### src/rtl/fir_pkg.sv
// Shared constants and the round/saturate helper for the FIR datapath.
//
// Contents:
//   FIR_X_W / FIR_Y_W    : filter input sample width / filter output sample width
//   FIR_X_MAX / FIR_X_MIN: representable range of a FIR_X_W-bit sample
//   FIR_CALC_W           : widest input sample sat_round() accepts
//   sat_round()          : round-half-up arithmetic right shift, then saturate
package fir_pkg;

  localparam int unsigned FIR_X_W    = 12;
  localparam int unsigned FIR_Y_W    = 32;
  localparam int unsigned FIR_CALC_W = 64;

  localparam int FIR_X_MAX = (1 << (FIR_X_W - 1)) - 1;
  localparam int FIR_X_MIN = -(1 << (FIR_X_W - 1));

  typedef struct packed {
    logic [FIR_CALC_W-1:0] data;  // saturated result, valid in the low out_w bits
    logic                  sat;   // result was clipped
  } sat_res_t;

  // value must already be sign-extended to FIR_CALC_W. One guard bit above FIR_CALC_W
  // keeps the rounding add from overflowing.
  function automatic sat_res_t sat_round(input logic signed [FIR_CALC_W-1:0] value,
                                         input int unsigned                  shift,
                                         input int unsigned                  out_w);
    logic signed [FIR_CALC_W:0] one;
    logic signed [FIR_CALC_W:0] t;
    logic signed [FIR_CALC_W:0] r;
    logic signed [FIR_CALC_W:0] hi;
    logic signed [FIR_CALC_W:0] lo;
    sat_res_t                   res;

    one = '0;
    one[0] = 1'b1;
    t = {value[FIR_CALC_W-1], value};
    if (shift > 0) begin
      t = t + (one <<< (shift - 1));
    end
    r  = t >>> shift;
    hi = (one <<< (out_w - 1)) - one;
    lo = -hi - one;

    if (r > hi) begin
      res.data = hi[FIR_CALC_W-1:0];
      res.sat  = 1'b1;
    end else if (r < lo) begin
      res.data = lo[FIR_CALC_W-1:0];
      res.sat  = 1'b1;
    end else begin
      res.data = r[FIR_CALC_W-1:0];
      res.sat  = 1'b0;
    end
    return res;
  endfunction

endpackage

### src/rtl/fir_sync_fifo.sv
// Plain synchronous FIFO, asynchronous active-low reset.
//
// Ports:
//   clk, nreset  : clock / async active-low reset
//   push, wdata  : write request and data (accepted when not full, or when full with a pop)
//   pop          : read request (ignored when empty)
//   rdata        : head entry (first-word fall-through)
//   full, empty  : occupancy flags
//   count        : number of stored entries
module fir_sync_fifo import fir_pkg::*; #(
  parameter int unsigned WIDTH = 12,
  parameter int unsigned DEPTH = 3
) (
  input  logic                         clk,
  input  logic                         nreset,
  input  logic                         push,
  input  logic [WIDTH-1:0]             wdata,
  input  logic                         pop,
  output logic [WIDTH-1:0]             rdata,
  output logic                         full,
  output logic                         empty,
  output logic [$clog2(DEPTH+1)-1:0]   count
);

  localparam int unsigned PtrW = (DEPTH > 1) ? $clog2(DEPTH) : 1;
  localparam int unsigned CntW = $clog2(DEPTH + 1);

  logic [WIDTH-1:0] mem [DEPTH];
  logic [PtrW-1:0]  wr_ptr_q, wr_ptr_d;
  logic [PtrW-1:0]  rd_ptr_q, rd_ptr_d;
  logic [CntW-1:0]  count_q, count_d;
  logic             do_push, do_pop;

  // Pointers wrap modulo DEPTH, which need not be a power of two.
  function automatic logic [PtrW-1:0] ptr_inc(input logic [PtrW-1:0] ptr);
    return (ptr == PtrW'(DEPTH - 1)) ? '0 : ptr + PtrW'(1);
  endfunction

  assign empty   = (count_q == '0);
  assign full    = (count_q == CntW'(DEPTH));
  assign do_pop  = pop && !empty;
  assign do_push = push && (!full || do_pop);
  assign count   = count_q;
  assign rdata   = mem[rd_ptr_q];

  always_comb begin
    wr_ptr_d = wr_ptr_q;
    rd_ptr_d = rd_ptr_q;
    count_d  = count_q;
    if (do_push) wr_ptr_d = ptr_inc(wr_ptr_q);
    if (do_pop)  rd_ptr_d = ptr_inc(rd_ptr_q);
    unique case ({do_push, do_pop})
      2'b10:   count_d = count_q + CntW'(1);
      2'b01:   count_d = count_q - CntW'(1);
      default: count_d = count_q;
    endcase
  end

  always_ff @(posedge clk or negedge nreset) begin
    if (!nreset) begin
      wr_ptr_q <= '0;
      rd_ptr_q <= '0;
      count_q  <= '0;
    end else begin
      wr_ptr_q <= wr_ptr_d;
      rd_ptr_q <= rd_ptr_d;
      count_q  <= count_d;
    end
  end

  // Storage needs no reset: nothing is readable until count says so.
  always_ff @(posedge clk) begin
    if (do_push) mem[wr_ptr_q] <= wdata;
  end

endmodule

### src/rtl/fir_out_requant.sv
// FIR back end: round-half-up arithmetic right shift by SHIFT, saturate to OUT_W bits,
// buffer through a one-stage pipeline register plus a (DEPTH-1)-entry FIFO, and deliver
// on a valid/ready stream. A sticky flag records clipping.
//
// Optional build macro FIR_REQ_SAT_CNT_EN adds sat_cnt, a 16-bit saturating count of
// clipped samples, cleared by clr_sat.
//
// Ports:
//   clk, nreset          : clock / async active-low reset
//   in_valid/in_ready    : input handshake; in_data is the signed IN_W-bit FIR sample
//   out_valid/out_ready  : output handshake; out_data is the signed OUT_W-bit result
//   level                : pipeline register + FIFO occupancy
//   sat_flag, clr_sat    : sticky clip flag and its synchronous clear
//   sat_cnt              : clip counter (FIR_REQ_SAT_CNT_EN only)
module fir_out_requant import fir_pkg::*; #(
  parameter int unsigned IN_W  = FIR_Y_W,
  parameter int unsigned OUT_W = FIR_X_W,
  parameter int unsigned SHIFT = 7,
  parameter int unsigned DEPTH = 4
) (
  input  logic                       clk,
  input  logic                       nreset,
  input  logic                       in_valid,
  output logic                       in_ready,
  input  logic [IN_W-1:0]            in_data,
  output logic                       out_valid,
  input  logic                       out_ready,
  output logic [OUT_W-1:0]           out_data,
  output logic [$clog2(DEPTH):0]     level,
  output logic                       sat_flag,
`ifdef FIR_REQ_SAT_CNT_EN
  output logic [15:0]                sat_cnt,
`endif
  input  logic                       clr_sat
);

  localparam int unsigned LevelW    = $clog2(DEPTH) + 1;
  localparam int unsigned FifoDepth = DEPTH - 1;
  localparam int unsigned FifoCntW  = $clog2(FifoDepth + 1);

  logic             ready_en_q;
  logic             pipe_valid_q, pipe_valid_d;
  logic [OUT_W-1:0] pipe_data_q, pipe_data_d;
  logic             sat_flag_q, sat_flag_d;

  logic                push, pop, sat_set;
  logic                fifo_push, fifo_full, fifo_empty;
  logic [OUT_W-1:0]    fifo_rdata;
  logic [FifoCntW-1:0] fifo_count;
  sat_res_t            res;
  logic [OUT_W-1:0]    res_data;
  logic                unused_res_hi;

  assign res      = sat_round(FIR_CALC_W'(signed'(in_data)), SHIFT, OUT_W);
  assign res_data = res.data[OUT_W-1:0];
  assign unused_res_hi = ^res.data[FIR_CALC_W-1:OUT_W];

  assign level = LevelW'(pipe_valid_q) + LevelW'(fifo_count);
  // Depends on state only, so a pop on a full edge cannot open room for a push.
  // ready_en_q keeps in_ready low during reset and until the first edge after it.
  assign in_ready  = ready_en_q && (level < LevelW'(DEPTH));
  assign out_valid = !fifo_empty;
  assign out_data  = out_valid ? fifo_rdata : '0;

  assign push    = in_valid && in_ready;
  assign pop     = out_valid && out_ready;
  assign sat_set = push && res.sat;
  // When the FIFO is full the pipeline sample waits until a pop frees an entry.
  assign fifo_push = pipe_valid_q && (!fifo_full || pop);

  always_comb begin
    pipe_valid_d = pipe_valid_q;
    pipe_data_d  = pipe_data_q;
    if (fifo_push) pipe_valid_d = 1'b0;
    if (push) begin
      pipe_valid_d = 1'b1;
      pipe_data_d  = res_data;
    end
    // A new clip wins over a clear on the same edge.
    if (sat_set)      sat_flag_d = 1'b1;
    else if (clr_sat) sat_flag_d = 1'b0;
    else              sat_flag_d = sat_flag_q;
  end

  always_ff @(posedge clk or negedge nreset) begin
    if (!nreset) begin
      ready_en_q   <= 1'b0;
      pipe_valid_q <= 1'b0;
      pipe_data_q  <= '0;
      sat_flag_q   <= 1'b0;
    end else begin
      ready_en_q   <= 1'b1;
      pipe_valid_q <= pipe_valid_d;
      pipe_data_q  <= pipe_data_d;
      sat_flag_q   <= sat_flag_d;
    end
  end

  assign sat_flag = sat_flag_q;

  fir_sync_fifo #(
    .WIDTH (OUT_W),
    .DEPTH (FifoDepth)
  ) u_fifo (
    .clk    (clk),
    .nreset (nreset),
    .push   (fifo_push),
    .wdata  (pipe_data_q),
    .pop    (pop),
    .rdata  (fifo_rdata),
    .full   (fifo_full),
    .empty  (fifo_empty),
    .count  (fifo_count)
  );

`ifdef FIR_REQ_SAT_CNT_EN
  logic [15:0] sat_cnt_q, sat_cnt_d;

  // Clear plus clip on one edge counts that clip, giving 1.
  always_comb begin
    sat_cnt_d = sat_cnt_q;
    if (clr_sat) begin
      sat_cnt_d = sat_set ? 16'd1 : 16'd0;
    end else if (sat_set && (sat_cnt_q != 16'hFFFF)) begin
      sat_cnt_d = sat_cnt_q + 16'd1;
    end
  end

  always_ff @(posedge clk or negedge nreset) begin
    if (!nreset) sat_cnt_q <= '0;
    else         sat_cnt_q <= sat_cnt_d;
  end

  assign sat_cnt = sat_cnt_q;
`endif

endmodule

### config.mk
export PLATFORM = sky130hd
export DESIGN_NAME = fir_out_requant
export DESIGN_NICKNAME = d
export VERILOG_FILES = /design/src/rtl/fir_pkg.sv /design/src/rtl/fir_sync_fifo.sv /design/src/rtl/fir_out_requant.sv
export SDC_FILE = /design/constraint.sdc
export NUM_CORES = 1
export LEC_CHECK = 0
export ABC_AREA = 0
export BUFFER_PORTS_ARGS = -buffer_cell sky130_fd_sc_hd__buf_2
export CAP_MARGIN = 10
export CORE_MARGIN = 5
export CORE_UTILIZATION = 59
export DETAILED_ROUTE_END_ITERATION = 6
export MAX_ROUTING_LAYER = met4
export PLACE_DENSITY = 0.88
export REMOVE_ABC_BUFFERS = 1
export SYNTH_ARGS = -nofsm -noshare
export SYNTH_HDL_FRONTEND = slang
export SYNTH_SLANG_ARGS = --single-unit
### constraint.sdc
create_clock -name clk -period 6.4 [get_ports clk]
set_input_delay 0.32 -clock clk [delete_from_list [all_inputs] [get_ports clk]]
set_output_delay 0.32 -clock clk [all_outputs]
set_load 0.05 [all_outputs]
==> metrics.yaml <==
status: "finished clean"
hold_buffers: 1
cts_root_buf: "clkbuf_8"
synthFlopType: "edfxtp_1"
r2r-end: "u_fifo.count[1]"
synthCells: 291
nets: 383
grt_max_degree: 28
syn_avg_cell_area_sq_um: 10.2
p_leak_nw: 1.41
post_cts_resized: 0
grt_pass1_vias: 2387
syn2layout_area_growth_pct: 16.7
yosysWarnings: 0
ys_async_sr_fraction_pct: 36.8
coreArea_sq_mm: 0.00482
path_class: "input pin to flop"
cp.arrival_ns: 2.99
postLayoutCellArea_sq_mm: 0.00348
finalSetupViolCount: 0
drcViolationCount: 0
first_pass_iters: 5
synth_edf_count: 36
yosys.area.top_type_share_pct: 36.3
ff2ff_path_depth: 7
cp_max_fo: 13
diodes: 0
hold_path_class: "input pin to flop"
finClkSkew_ns: 0.00633
power_density_mw_per_mm2: 419
final_cells: 414
max_cap_violations: 0
clock_path_buffers: 2
synth_top_cell_by_area: "edfxtp_1"
routed_via_density: 5.86
wl_mm: 6.26
drtIter0Drc: 123
io_buffer_count: 48
postCtsSetupRepairBufs: 0
antenna_found_initial: 0
pin_count: 55
min_period_ns: 2.78
ant_nets: 0
final_hold_viol_count: 0
cts_inserted_buffers: 9
clock.fmax_mhz: 360
crit_start: "in_data[10]"
die_y_microns: 81.0
ir_drop_v: 0.000192
finalCritPeriodShare_pct: 43.4
ys_seq_elements: 57
ys_top_cells_by_area: "edfxtp_1 (36%), dfrtp_1 (18%), nor2_1 (5.8%)"
grt_use_total_pct: 22.5
placed_cell_area_sq_mm: 0.00328
cts_tree: "built"
tns_ns: 0
clkLatencyLatePin_ns: 0.33
path_clk_slew_ns: 0.06
die_width_microns: 81.0
tightest_slew_ns: 0.840
row_count: 25
crit_required_ns: 6.61
worstSetupStartpointType: "input pin"
grt_pass1_wl_mm: 11.0
hpwl_mm: 4.62
finalPower_w: 0.00146
die_area_sq_mm: 0.00657
vias: 2427
wire_per_inst_microns: 15.1
r2r-start: "u_fifo.count[0]"
grt-ovfl-total: 0
drive_gt1_share_pct: 19.3
endpoint: "pipe_data_q[1]"
rsz0062_at_grt: "false"
ys_types: 46
initial_core_util_pct: 61.8
gp_congestion: 0.880
clock_sinks: 57
slew_headroom_pct: 43.2
worstSetupEndpointType: "flop"
synthesis.area_sq_mm: 0.00298
maxSlewViolCount: 0
h-tree-depth: 3
r2r_slack_ns: 4.23
ys_seq_area_share_pct: 53.9
dp_cells: 397
critical path: stages:
cell	delay, ns
buf_2	0.13
nand4_1	0.40
or3_1	0.52
or4_1	0.41
a221oi_1	0.30
a41oi_1	0.42
o32a_1	0.48
metal layers:
metal	GRT usage, %	vias to the layer above	wire, microns
li1	-	1181	-
met1	27.3	1153	2710
met2	37.5	79	3140
met3	4.66	14	324
met4	7.94	0	78
met5	-	-	0
report_power, final:
group | total, W | switching [W] | internal [W]
Combinational | 0.000575 | 0.000413 | 0.000162
Sequential | 0.000563 | 0.0000869 | 0.000476
Clock | 0.000320 | 0.000132 | 0.000188
Total | 0.00146 | 0.000632 | 0.000826
worst min path at each step:
stage             from        endpoint  slack (ns)  cells after the start
2_1_floorplan   nreset  pipe_data_q[0]        0.02                      0
3_3_place_gp    nreset      ready_en_q        0.29                      1
3_5_place_dp    nreset      ready_en_q        0.30                      1
4_1_cts        clr_sat        sat_flag        0.25                      3
5_1_grt        clr_sat        sat_flag        0.27                      3
6_report       clr_sat        sat_flag        0.26                      3
synthesized netlist by cell type, drive strengths merged (3+ instances only):
cell type and instances:
a21o 5, a21oi 12, and3 4, and4 3, buf 3, clkbuf 9
dfrtp 21, edfxtp 36, ha 4, inv 5, mux2i 12, nand2 27
nand2b 4, nand3 10, nand4 10, nor2 46, nor3 9, nor4 5
o211ai 4, o21ai 16, or4 3, xnor2 10, xor2 4
placed cells by master, fill, tap and decap left out, types with 4 or more instances in the layout:
cell type and instances:
mux2i_1 12, o211ai_1 4, edfxtp_1 36, a21o_1 5, and3_1 4, o21ai_0 15
xor2_1 4, nand4_1 9, nor2_1 46, a21oi_1 12, buf_2 48, nand2_1 27
ha_1 4, nor4_1 5, nand3_1 10, nor3_1 9, xnor2_1 10, nand2b_1 4
clkbuf_8 10, dfrtp_1 21, inv_1 5
stage by stage:
stage	utilization (%)	setup slack [ns]	hold WS, ns
6_report	72.2	3.62	0.260
5_1_grt	72.2	3.33	0.273
4_1_cts	72.2	3.64	0.254
3_5_place_dp	68.0	3.29	0.299
3_3_place_gp	68.0	3.31	0.285
2_1_floorplan	-	3.48	0.0244
sequential cells by signal, indices dropped and copies added, names as in the netlist:
register,flops
u_fifo.mem,36
pipe_data_q,12
u_fifo.count,2
u_fifo.rd_ptr_q,2
u_fifo.wr_ptr_q,2
pipe_valid_q,1
ready_en_q,1
sat_flag,1
final cells by class:
cell class,instances,area [sq um]
clock buffer,12,145
multi-input combinational,217,1310
inverter,5,18.8
sequential,57,1610
fill,352,1340
timing repair buffer,52,273
tap,67,83.8
clock inverter,4,43.8
kinds of logic (layout without fill, tap and decap cells):
| logic type | after synthesis | after routing | synth area share (%) |
|---|---|---|---|
| multiplexers | 14 | 14 | 4.79 |
| XOR/XNOR | 14 | 14 | 4.12 |
| buffers and inverters | 17 | 73 | 2.23 |
| flip-flops | 57 | 57 | 53.9 |
| adder cells (fa/ha/maj) | 4 | 4 | 1.68 |
| other | 1 | 1 | 0.126 |
| AND/OR/NAND/NOR | 130 | 130 | 21.6 |
| AO/OA/AOI/OAI | 54 | 54 | 11.5 |
Note: power is estimated with default switching activity, not from simulation.
